File: src/rtl/prog_loader.sv
// Serial ICSP program loader feeding the PIC16C55 core program memory.
// Optional running write checksum and CLR_CSUM command: PROG_LOADER_CHECKSUM_EN.
module prog_loader #(
    parameter int PC_WIDTH   = 9,
    parameter int INST_WIDTH = 12,
    parameter int TIMEOUT    = 255
) (
    input  logic                  clk,
    input  logic                  rst,
    input  logic                  icspClk,
    input  logic                  icspData,
    input  logic                  icspEn,
    output logic                  memWrEn,
    output logic [PC_WIDTH-1:0]   memAddr,
    output logic [INST_WIDTH-1:0] memData,
    output logic                  coreRst_n,
    output logic                  busy,
    output logic                  errOut,
    output logic [INST_WIDTH-1:0] checksumOut
);

    typedef enum logic [1:0] {
        S_IDLE,
        S_SHIFT,
        S_EXEC,
        S_RUN
    } state_t;

    localparam logic [3:0] CMD_LOAD = 4'h1;
    localparam logic [3:0] CMD_WR   = 4'h2;
    localparam logic [3:0] CMD_RUN  = 4'h3;
    localparam logic [3:0] CMD_CLR  = 4'h4;
    localparam logic [7:0] TO_CNT   = 8'(TIMEOUT);

    state_t state, next_state;

    logic clk_s1, clk_s2, clk_d;
    logic dat_s1, dat_s2;
    logic en_s1, en_s2, en_d;
    logic clk_rise, en_rise;

    logic [14:0]           shift_reg;
    logic [3:0]            bit_cnt;
    logic [7:0]            idle_cnt;
    logic [3:0]            cmd_reg;
    logic [PC_WIDTH-1:0]   pay_reg;
    logic [PC_WIDTH-1:0]   addr;
    logic [INST_WIDTH-1:0] data_reg;
    logic                  err;
    logic                  core_rst_n_q;
    logic                  busy_q;

    logic capture, last_bit, timeout, drop;
    logic is_load, is_wr, is_run, is_clr, is_bad;

    assign clk_rise = clk_s2 & ~clk_d;
    assign en_rise  = en_s2 & ~en_d;
    assign capture  = clk_rise &
                      ((state == S_SHIFT && en_s2) || state == S_EXEC);
    assign last_bit = capture && state == S_SHIFT && bit_cnt == 4'hF;
    assign drop     = state == S_SHIFT && !en_s2;
    assign timeout  = state == S_SHIFT && en_s2 && !clk_rise &&
                      idle_cnt == TO_CNT && bit_cnt != 4'h0;

    // Two-flop synchronizers plus a delayed copy for edge detection.
    always_ff @(posedge clk) begin
        if (rst) begin
            clk_s1 <= 1'b0;
            clk_s2 <= 1'b0;
            clk_d  <= 1'b0;
            dat_s1 <= 1'b0;
            dat_s2 <= 1'b0;
            en_s1  <= 1'b0;
            en_s2  <= 1'b0;
            en_d   <= 1'b0;
        end else begin
            clk_s1 <= icspClk;
            clk_s2 <= clk_s1;
            clk_d  <= clk_s2;
            dat_s1 <= icspData;
            dat_s2 <= dat_s1;
            en_s1  <= icspEn;
            en_s2  <= en_s1;
            en_d   <= en_s2;
        end
    end

    // Command decode of the last complete frame.
    always_comb begin
        is_load = 1'b0;
        is_wr   = 1'b0;
        is_run  = 1'b0;
        is_clr  = 1'b0;
        is_bad  = 1'b0;
        unique case (cmd_reg)
            CMD_LOAD: is_load = 1'b1;
            CMD_WR:   is_wr   = 1'b1;
            CMD_RUN:  is_run  = 1'b1;
`ifdef PROG_LOADER_CHECKSUM_EN
            CMD_CLR:  is_clr  = 1'b1;
`else
            CMD_CLR:  is_bad  = 1'b1;
`endif
            default:  is_bad  = 1'b1;
        endcase
    end

    // FSM state register.
    always_ff @(posedge clk) begin
        if (rst) state <= S_IDLE;
        else     state <= next_state;
    end

    // FSM next-state logic.
    always_comb begin
        next_state = state;
        unique case (state)
            S_IDLE:  next_state = en_s2 ? S_SHIFT : S_RUN;
            S_SHIFT: begin
                if (!en_s2)        next_state = S_RUN;
                else if (last_bit) next_state = S_EXEC;
            end
            S_EXEC:  next_state = is_run ? S_RUN : S_SHIFT;
            S_RUN:   if (en_rise) next_state = S_IDLE;
            default: next_state = S_IDLE;
        endcase
    end

    // FSM outputs: write strobe during EXEC of a WRITE frame.
    always_comb begin
        memWrEn = 1'b0;
        if (state == S_EXEC && is_wr) memWrEn = 1'b1;
    end

    // Registered core reset and busy, looked ahead from next state.
    always_ff @(posedge clk) begin
        if (rst) begin
            core_rst_n_q <= 1'b0;
            busy_q       <= 1'b0;
        end else begin
            core_rst_n_q <= (next_state == S_RUN);
            busy_q       <= (next_state == S_SHIFT) ||
                            (next_state == S_EXEC);
        end
    end

    // Bit shifter, idle timer, frame latch, address and error state.
    always_ff @(posedge clk) begin
        if (rst) begin
            shift_reg <= '0;
            bit_cnt   <= '0;
            idle_cnt  <= '0;
            cmd_reg   <= '0;
            pay_reg   <= '0;
            addr      <= '0;
            data_reg  <= '0;
            err       <= 1'b0;
        end else begin
            if (clk_rise)               idle_cnt <= '0;
            else if (idle_cnt != TO_CNT) idle_cnt <= idle_cnt + 8'd1;

            if (state == S_IDLE || state == S_RUN || drop || timeout) begin
                bit_cnt <= '0;
            end else if (capture) begin
                bit_cnt   <= bit_cnt + 4'd1;
                shift_reg <= {shift_reg[13:0], dat_s2};
            end

            if (last_bit) begin
                cmd_reg <= shift_reg[14:11];
                pay_reg <= {shift_reg[PC_WIDTH-2:0], dat_s2};
                if (shift_reg[14:11] == CMD_WR)
                    data_reg <= INST_WIDTH'({shift_reg[10:0], dat_s2});
            end

            if (state == S_EXEC) begin
                if (is_load) addr <= pay_reg;
                if (is_wr)   addr <= addr + PC_WIDTH'(1);
            end

            if (state == S_RUN && en_rise)
                err <= 1'b0;
            else if (timeout || (state == S_EXEC && is_bad))
                err <= 1'b1;
        end
    end

`ifdef PROG_LOADER_CHECKSUM_EN
    logic [INST_WIDTH-1:0] csum;

    // Running sum of written words, cleared by CLR_CSUM.
    always_ff @(posedge clk) begin
        if (rst) begin
            csum <= '0;
        end else if (state == S_EXEC) begin
            if (is_wr)  csum <= csum + data_reg;
            if (is_clr) csum <= '0;
        end
    end

    assign checksumOut = csum;
`else
    assign checksumOut = '0;
`endif

    assign memAddr   = addr;
    assign memData   = data_reg;
    assign coreRst_n = core_rst_n_q;
    assign busy      = busy_q;
    assign errOut    = err;

endmodule

File: config.mk
export PLATFORM = sky130hd
export DESIGN_NAME = prog_loader
export DESIGN_NICKNAME = d
export VERILOG_FILES = /design/src/rtl/prog_loader.sv
export SDC_FILE = /design/constraint.sdc
export NUM_CORES = 1
export LEC_CHECK = 0
export ABC_AREA = 1
export BUFFER_PORTS_ARGS = -buffer_cell sky130_fd_sc_hd__buf_4
export CAP_MARGIN = 40
export CELL_PAD_IN_SITES_DETAIL_PLACEMENT = 0
export CELL_PAD_IN_SITES_GLOBAL_PLACEMENT = 1
export CORE_UTILIZATION = 30
export DETAILED_ROUTE_END_ITERATION = 8
export PLACE_DENSITY = 0.63
export SLEW_MARGIN = 20
export SYNTH_ARGS = -nofsm -noshare
export SYNTH_HDL_FRONTEND = slang
export SYNTH_SLANG_ARGS = --single-unit
File: constraint.sdc
create_clock -name clk -period 3.9 [get_ports clk]
set_clock_uncertainty 0.15 [all_clocks]
set_input_delay 0.78 -clock clk [delete_from_list [all_inputs] [get_ports clk]]
set_output_delay 0.78 -clock clk [all_outputs]
set_load 0.005 [all_outputs]
* After elaboration in Yosys (flattened, before gate mapping)
Cells that the tools add are included.
** Operators by class
- $add $sub $neg :: 3
- Equality and inequality tests :: 13
- Multiplexer cells :: 13
- Bitwise gates (word level) :: 6
- Reduce and logical (&&, ||, !) cells :: 28
** Operator list (count)
- two-way mux 9 bit :: 2
- equality test 4 x 2 -> 1 bit, second input constant :: 3
- logical AND 1 bit :: 10
- two-way mux 2 bit :: 5
- adder 9 x 1 -> 9 bit, second input constant :: 1
- adder 8 x 1 -> 8 bit, second input constant :: 1
- equality test 2 bit, second input constant :: 4
- equality test 8 bit, second input constant :: 1
- != test 8 bit, second input constant :: 1
- case mux 2 bit (4 select lines) :: 1
- logical OR 1 bit :: 6
- AND reduction 2 bit :: 3
- OR reduction 2 bit :: 3
- two-way mux 1 bit :: 5
- adder 4 x 1 -> 4 bit, second input constant :: 1
- equality test 2 x 1 -> 1 bit, second input constant :: 2
- equality test 4 x 1 -> 1 bit, second input constant :: 1
- equality test 4 bit, second input constant :: 1
- nonzero test 4 bit :: 1
- AND 1 bit :: 3
- NOT 1 bit :: 3
- OR reduction 3 bit :: 1
- logical NOT 1 bit :: 2
- logical NOT 2 bit :: 1
- nonzero test 2 bit :: 1
** Storage, ports and cells
- Bits in registers :: 74
- Bits of input ports :: 5
- Output and inout bits :: 37
- Word-level logic and storage cells :: 82

* Logic depth before layout (Yosys ltp)
Gate-level depths: netlist (run 1).
- Word-level depth :: 11
- Mapped depth :: 13
- Mapped depth without buffers :: 12

* Worst setup path before layout (run 1)
OpenSTA, ideal clock, no wires.
- Kind :: reg2reg
- Start :: register state[1]
- End :: register busy_q, in the netlist busy
- Setup time :: 0.128 ns
- Data arrival time :: 1.742 ns
- Data required time :: 3.622 ns
- Path slack :: 1.881 ns
- Stages on the path, launching flop included :: 14
- Buffers on the path :: 2
- Clock period less this slack :: 2.019 ns
- Path through :: dfxtp_1 > inv_1 > ha_1 > buf_4 > nand2_2 > nand2_2 > nand3_4 > nor2_4 > buf_6 > o21ai_0 > inv_1 > ha_1 > inv_1 > nor2_1
** Between the ends
- Word-level cells in the longest chain between the ends :: 11
- Elaborated cells on any way between the ends :: 16
- Those cells by class :: eq/ne: 5; mux: 4; bitwise: 1; reduce/logical: 6
** Ends and longest elaborated chain
- start, declared :: line 35 : state_t state, next_state;
- start signal, assigned :: line 111 : else state <= next_state;
- equality test 2 x 1 -> 1 bit :: line 59, 60, 117
- logical AND 1 bit :: line 59 : ((state == S_SHIFT && en_s2) || state == S_EXEC);
- logical OR 1 bit :: line 59
- AND 1 bit :: line 58 : assign capture = clk_rise &
- logical AND 1 bit (2 in series) :: line 60 : assign last_bit = capture && state == S_SHIFT && bit_cnt == 4'hF;
- two-way mux 2 bit :: line 121 : else if (last_bit) next_state = S_EXEC;
- two-way mux 2 bit :: line 120 : if (!en_s2) next_state = S_RUN;
- case mux 2 bit (4 select lines) (*) :: line 117 : unique case (state)
- named net next_state[1] :: line 35
- equality test 2 x 1 -> 1 bit or equality test 2 bit (tied branches) :: line 142, 143
- logical OR 1 bit (*) :: line 142 : busy_q <= (next_state == S_SHIFT) ||
- end signal, assigned :: line 142
- end, declared :: line 51 : logic busy_q;
The timed path passes the listed nets; every way through them passes the cells marked *.
A chain may end at the register's enable or synchronous reset.

* Final worst setup path (run 1)
- Start :: register state[0]
- End :: output memWrEn
** Between the ends
- Word-level cells in the longest chain between the ends :: 3
** Ends and longest elaborated chain
- equality test 2 bit :: line 132 : if (state == S_EXEC && is_wr) memWrEn = 1'b1;
- logical AND 1 bit :: line 132
- two-way mux 1 bit :: line 132
- end, declared :: line 13 : output logic memWrEn,
No other way between the ends.

==> impl_metrics.py, run 1 <==
metrics = {
    "clocking": {
        "cts_root_buf": "clkbuf_16",
        "cts_buffer_depth": 2,
        "cts.sinks": 74,
        "ctsHoldBuffers": 0,
        "tritoncts": "built",
        "cts_buffers": 9,
        "htree_levels": 3,
        "cts_setup_buffers": 0,
        "clk_latency_ns": 0.33,
        "post_cts_resize_count": 0,
        "clkTransAtPathRegs_ns": 0.05,
    },
    "power_and_ir_drop": {
        "power_density_mw_per_mm2": 463.6,
        "p_seq_frac": 0.419,
        "p_switching_w": 0.0004581,
        "p_leak_nw": 1.756,
        "clockPowerShare": 0.466,
        "comb_power_share": 0.115,
        "p_int_w": 0.001453,
        "ir_drop_mv": 0.2196,
        "power_w": 0.001911,
        "swShare": 0.2397,
    },
    "timing": {
        "worstMarginPinSlew_ns": 0.5628,
        "fmax_ghz": 0.4113,
        "relSlewSlack": 0.6238,
        "post-route-min-period_ns": 2.431,
        "rsz0062_at_grt": "no",
        "setup_viol": 0,
        "finalHoldViolations": 0,
        "period_share": 0.6233,
        "whs_ns": 0.2508,
        "finalSetupTns_ns": 0,
        "maxSlewViolCount": 0,
    },
    "synth": {
        "syn_area_mm2": 0.003541,
        "synth.distinct_cells": 29,
        "netlist_instances": 499,
        "synth_top_family_by_area": "simple AND/OR/NAND/NOR gates",
        "yosys_warnings": 0,
        "seq_area_frac_synth": 0.4184,
        "synth_mux_area_frac": 0,
        "yosys.area_share.simple": 0.2972,
        "synthAdderAreaFrac": 0.03180,
        "synth_compound_area_frac": 0.1046,
        "ys_seq_elements": 74,
        "synth-xor-area-share": 0.007420,
        "synth.avg_cell_area_um2": 7.096,
    },
    "placement": {
        "dp.cells": 655,
        "dp_hpwl_um": 5318,
        "portBuffers": 29,
        "gp_congestion": 0.7226,
    },
    "global_route": {
        "grt_pass1_vias": 2941,
        "antenna_found_initial": 0,
        "grt_pass1_wl_um": 13570,
        "gr-total-overflow": 0,
        "grtUsageTotal": 0.1371,
        "grt_max_degree": 40,
    },
    "floorplanning": {
        "die_y_um": 110.6,
        "dieArea_mm2": 0.01224,
        "die_w_um": 110.6,
        "coreArea_mm2": 0.01147,
        "ioPinCount": 42,
        "fp-row-count": 39,
        "start_util": 0.3088,
    },
    "worst_setup_path": {
        "worst-setup-path-type": "flop to output port",
        "worst_setup_path_end_kind": "output port",
        "cp-start-kind": "flop",
        "crit_required_ns": 2.97,
        "cp_max_fo": 6,
        "cp.arrival_ns": 1.50,
    },
    "flow_run": {
        "cap_violations": 0,
    },
    "drt": {
        "avgRoutedWirePerCell_um": 11.48,
        "drtAntennaViolNets": 0,
        "routed_wl_um": 7694,
        "viasPerCell": 4.431,
        "drtPass1Iterations": 4,
        "num_vias": 2969,
        "drc": 0,
        "drt-initial-drc-count": 117,
    },
    "layout": {
        "fillers": 1230,
        "antennaDiodeCount": 0,
        "syn2layout_area_growth_pct": 16.40,
        "fin_cells": 670,
        "drive_above_1_share": 0.1309,
        "largest_register_ff_count": 15,
        "fin_nets": 537,
    },
    "min_path": {
        "hp-class": "flop to flop",
    },
    "outcome": {
        "status": "finished clean",
    },
}
==> placed cells by master, fill, tap and decap left out, types with 8 or more instances in the layout <==
master	synthesis	layout
a21oi_1	41	41
buf_4	13	32
clkbuf_16	0	9
conb_1	1	12
dfxtp_1	74	74
ha_1	9	9
inv_1	67	67
inv_2	8	8
nand2_1	107	107
nand3_1	34	34
nand4_1	16	16
nor2_1	56	56
o21ai_0	28	28
==> worst paths after layout <==
kind / startpoint / to / slack (ns) / cells after the start
max: state[0] / memWrEn / 1.47 / 5
min: en_s1 / en_s2 / 0.25 / 2
max reg2reg: state[0] / memData[3] / 1.57 / 9
min reg2reg: en_s1 / en_s2 / 0.25 / 2
==> per-stage QoR <==
step                setup WS [ns]  area [um2]    util
floorplan                   1.881        3582       -
global placement            1.557        3801  0.3315
detailed placement          1.542        3801  0.3315
CTS                         1.450        4121  0.3594
global route                1.311        4121  0.3594
finish                      1.469        4121  0.3594
==> layer usage <==
metal / track usage / wire length (um)
met1: 0.1707 / 3813
met2: 0.2298 / 3562
met3: 0.02525 / 190
met4: 0.06133 / 127
met5: 0 / 0
==> cells in the mapped netlist <==
cell,n,area share
nand2_1,107,0.11
dfxtp_1,74,0.42
inv_1,67,0.071
nor2_1,56,0.059
a21oi_1,41,0.058
nand3_1,34,0.048
o21ai_0,28,0.040
nand4_1,16,0.028
buf_4,13,0.028
ha_1,9,0.032
inv_2,8,0.0085
buf_2,7,0.0099
clkbuf_1,6,0.0064
nand2_2,5,0.0088
buf_6,4,0.013
nor3_1,3,0.0042
xnor2_1,3,0.0074
nand3_4,2,0.0099
nand3b_1,2,0.0042
nor2_2,2,0.0035
nor2_4,2,0.0064
nor3b_1,2,0.0042
or2_2,2,0.0035
a21boi_4,1,0.0053
a31oi_1,1,0.0018
clkinv_1,1,0.0011
clkinv_4,1,0.0025
conb_1,1,0.0011
nand2_4,1,0.0032
==> cell families (layout without fill, tap and decap cells) <==
| family | count (synthesis) | count (layout) |
|---|---|---|
| flops | 74 | 74 |
| compound gates | 71 | 71 |
| buf+inv | 107 | 124 |
| xor+xnor | 3 | 3 |
| other cells | 1 | 12 |
| simple gates | 234 | 234 |
| fa+ha+maj | 9 | 9 |
==> layout make-up <==
type,count,area [um2],share of cell area
clock buffers,13,260.3,0.06315
clock inverters,2,60.06,0.01457
inverters,77,294.0,0.07134
multi-input cells,329,1607,0.3898
flip-flops and latches,74,1481,0.3594
well taps,143,178.9,0.04341
repair buffers,32,240.2,0.05829
==> critical path, stage by stage (launching register included) <==
cell and delay (ns):
dfxtp_1 0.39, inv_1 0.09, ha_1 0.30, nand3_1 0.18
inv_1 0.09, buf_4 0.14
==> power by group through the flow <==
stage                     Combinational [W]  Clock (W)  Sequential [W]
after floorplan                    0.000176          0        0.000814
after global placement             0.000221          0        0.000817
after detailed placement           0.000220          0        0.000817
after CTS                          0.000222   0.000915        0.000801
after global routing               0.000252   0.000946        0.000804
final                              0.000219   0.000891        0.000800
(Power assumes the default switching activity.)
==> run 2: changes to the inputs <==
Clock period 3.9 ns to 2.24 ns, I/O delays scaled along.
==> run 2 against run 1 <==
Net effect: sequential share of layout area decreased by 0.51 points; final cell count is 0.75% higher; first-iteration DRC count down 22%; largest cell class unchanged; clock-buffer cell count shrank 3; worst setup slack worse by 1.4 ns; die area did not move; total power up 79%; via count hardly changed; wire length fell by 0.64%; register-to-register slack got worse by 1.4 ns.
==> impl_metrics.py, run 2 (synthesis results as in run 1) <==
metrics = {
    "outcome": {
        "status": "finished clean",
    },
    "drt": {
        "drt-initial-drc-count": 91,
        "viasPerCell": 4.397,
        "drc": 0,
        "num_vias": 2968,
        "avgRoutedWirePerCell_um": 11.33,
        "routed_wl_um": 7645,
        "drtAntennaViolNets": 0,
        "drtPass1Iterations": 4,
    },
    "layout": {
        "seqCellArea_mm2": 0.001481,
        "fin_area_mm2": 0.004180,
        "fillers": 1234,
        "fin_util": 0.3645,
        "final_cell_mix": "107 x nand2_1, 74 x dfxtp_1, 67 x inv_1",
        "final_common_cell": "nand2_1",
        "largest_register_ff_count": 15,
        "fin_nets": 541,
        "syn2layout_area_growth_pct": 18.06,
        "drive_above_1_share": 0.1429,
        "multi_input_area_mm2": 0.001609,
        "antennaDiodeCount": 0,
    },
    "clocking": {
        "cts_buffers": 9,
        "clkTransAtPathRegs_ns": 0.06,
        "cts_root_buf": "clkbuf_16",
        "cts_buffer_depth": 2,
        "cts_setup_buffers": 0,
        "ctsHoldBuffers": 0,
        "clk_latency_ns": 0.33,
        "htree_levels": 3,
        "post_cts_resize_count": 0,
        "tritoncts": "built",
        "cts.sinks": 74,
    },
    "timing": {
        "rsz0062_at_grt": "no",
        "finalSetupTns_ns": 0,
        "maxSlewViolCount": 0,
        "finalHoldViolations": 0,
        "setup_viol": 0,
        "fmax_ghz": 0.4664,
        "period_share": 0.9571,
        "post-route-min-period_ns": 2.144,
        "whs_ns": 0.1696,
    },
    "worst_setup_path": {
        "slowest_delay_ns": 0.41,
        "rr_endpoint": "busy",
        "rrSetupSlack_ns": 0.17,
        "startpoint": "state[0]",
        "cp_max_fo": 6,
        "worst-setup-path-type": "flop to output port",
        "worst_setup_path_end_kind": "output port",
        "ff2ff_path_depth": 12,
        "worst_path_most_repeated_cell": "inv_1",
        "timing.rr.start": "state[0]",
        "worstPathCellList": "inv_1, ha_1, nand3_1, inv_1, buf_4",
        "cp_top_family": "flip-flops",
        "crit_buf_inv": 3,
        "cpMaxStageDelayCell": "dfxtp_1",
        "cp-start-kind": "flop",
        "cp.arrival_ns": 1.55,
        "crit_required_ns": 1.64,
    },
    "floorplanning": {
        "dieArea_mm2": 0.01224,
        "die_w_um": 110.6,
        "coreArea_mm2": 0.01147,
        "ioPinCount": 42,
        "start_util": 0.3088,
        "die_y_um": 110.6,
        "fp-row-count": 39,
    },
    "min_path": {
        "hold_end": "dat_s1",
        "hold_depth": 3,
        "hp-class": "input pin to flop",
        "worstHoldStart": "icspData",
    },
    "power_and_ir_drop": {
        "p_leak_nw": 1.788,
        "ir_drop_mv": 0.4639,
        "power_density_mw_per_mm2": 819.0,
    },
    "placement": {
        "gp_congestion": 0.7661,
        "dpl-instance-area_mm2": 0.003844,
        "portBuffers": 29,
        "dp_hpwl_um": 5335,
    },
    "global_route": {
        "grt_max_degree": 38,
        "grtUsageTotal": 0.1359,
        "grt_pass1_vias": 2805,
        "antenna_found_initial": 0,
        "gr-total-overflow": 0,
        "grt_pass1_wl_um": 13370,
    },
    "flow_run": {
        "cap_violations": 0,
    },
}
==> run 2: cell count changes in the layout (fill, tap and decap cells not counted), sizes merged <==
cell	previous run	this run
buf	32	36
bufinv	2	3
clkbuf	13	10
clkinv	2	5
==> run 2: cell type report <==
| cell class | count | area share |
|---|---|---|
| Timing Repair Buffer | 36 | 0.06764 |
| Multi-Input combinational cell | 329 | 0.3849 |
| Sequential cell | 74 | 0.3544 |
| Inverter | 77 | 0.07034 |
| Clock buffer | 10 | 0.05477 |
| Tap cell | 143 | 0.04280 |
| Clock inverter | 6 | 0.02514 |
==> run 2: power breakdown <==
group          internal, W  leakage, nW  total (W)  switching, W
Sequential         0.00136        0.599    0.00139     0.0000306
Clock              0.00108        0.166    0.00162      0.000542
Combinational     0.000152         1.02   0.000405      0.000253
==> run 2: worst max path at each step <==
stage,slack [ns],cells after the start,to
finish,0.1,5,memWrEn
global route,0.02,12,busy
CTS,0.09,5,memWrEn
detailed placement,0.15,11,busy
global placement,0.20,11,busy
floorplan,0.22,13,busy
==> run 2: stage by stage <==
stage	worst slack [ns]	instances	total power [W]
5_1_grt	0.01927	675	0.003607
3_3_place_gp	0.1997	659	0.001825
6_report	0.09605	675	0.003424
4_1_cts	0.09017	675	0.003466
3_5_place_dp	0.1529	659	0.001826
2_1_floorplan	0.2207	510	0.001725
==> run 2: worst reg2reg max path, stage by stage (launching register included) <==
cell,delay (ns)
dfxtp_1,0.41
inv_1,0.09
ha_1,0.31
inv_2,0.09
nand2_2,0.08
nand2_2,0.14
clkinv_4,0.10
nand3b_1,0.12
nand3_1,0.09
nand2_1,0.08
ha_1,0.22
inv_1,0.05
nor2_1,0.03
==> run 2: per-layer routing <==
metal,vias up,track usage,part of all wire
met4,0,0.05867,0.014
met5,-,0,0
met1,1313,0.1848,0.52
met2,42,0.2075,0.44
met3,8,0.02799,0.033
li1,1605,-,-
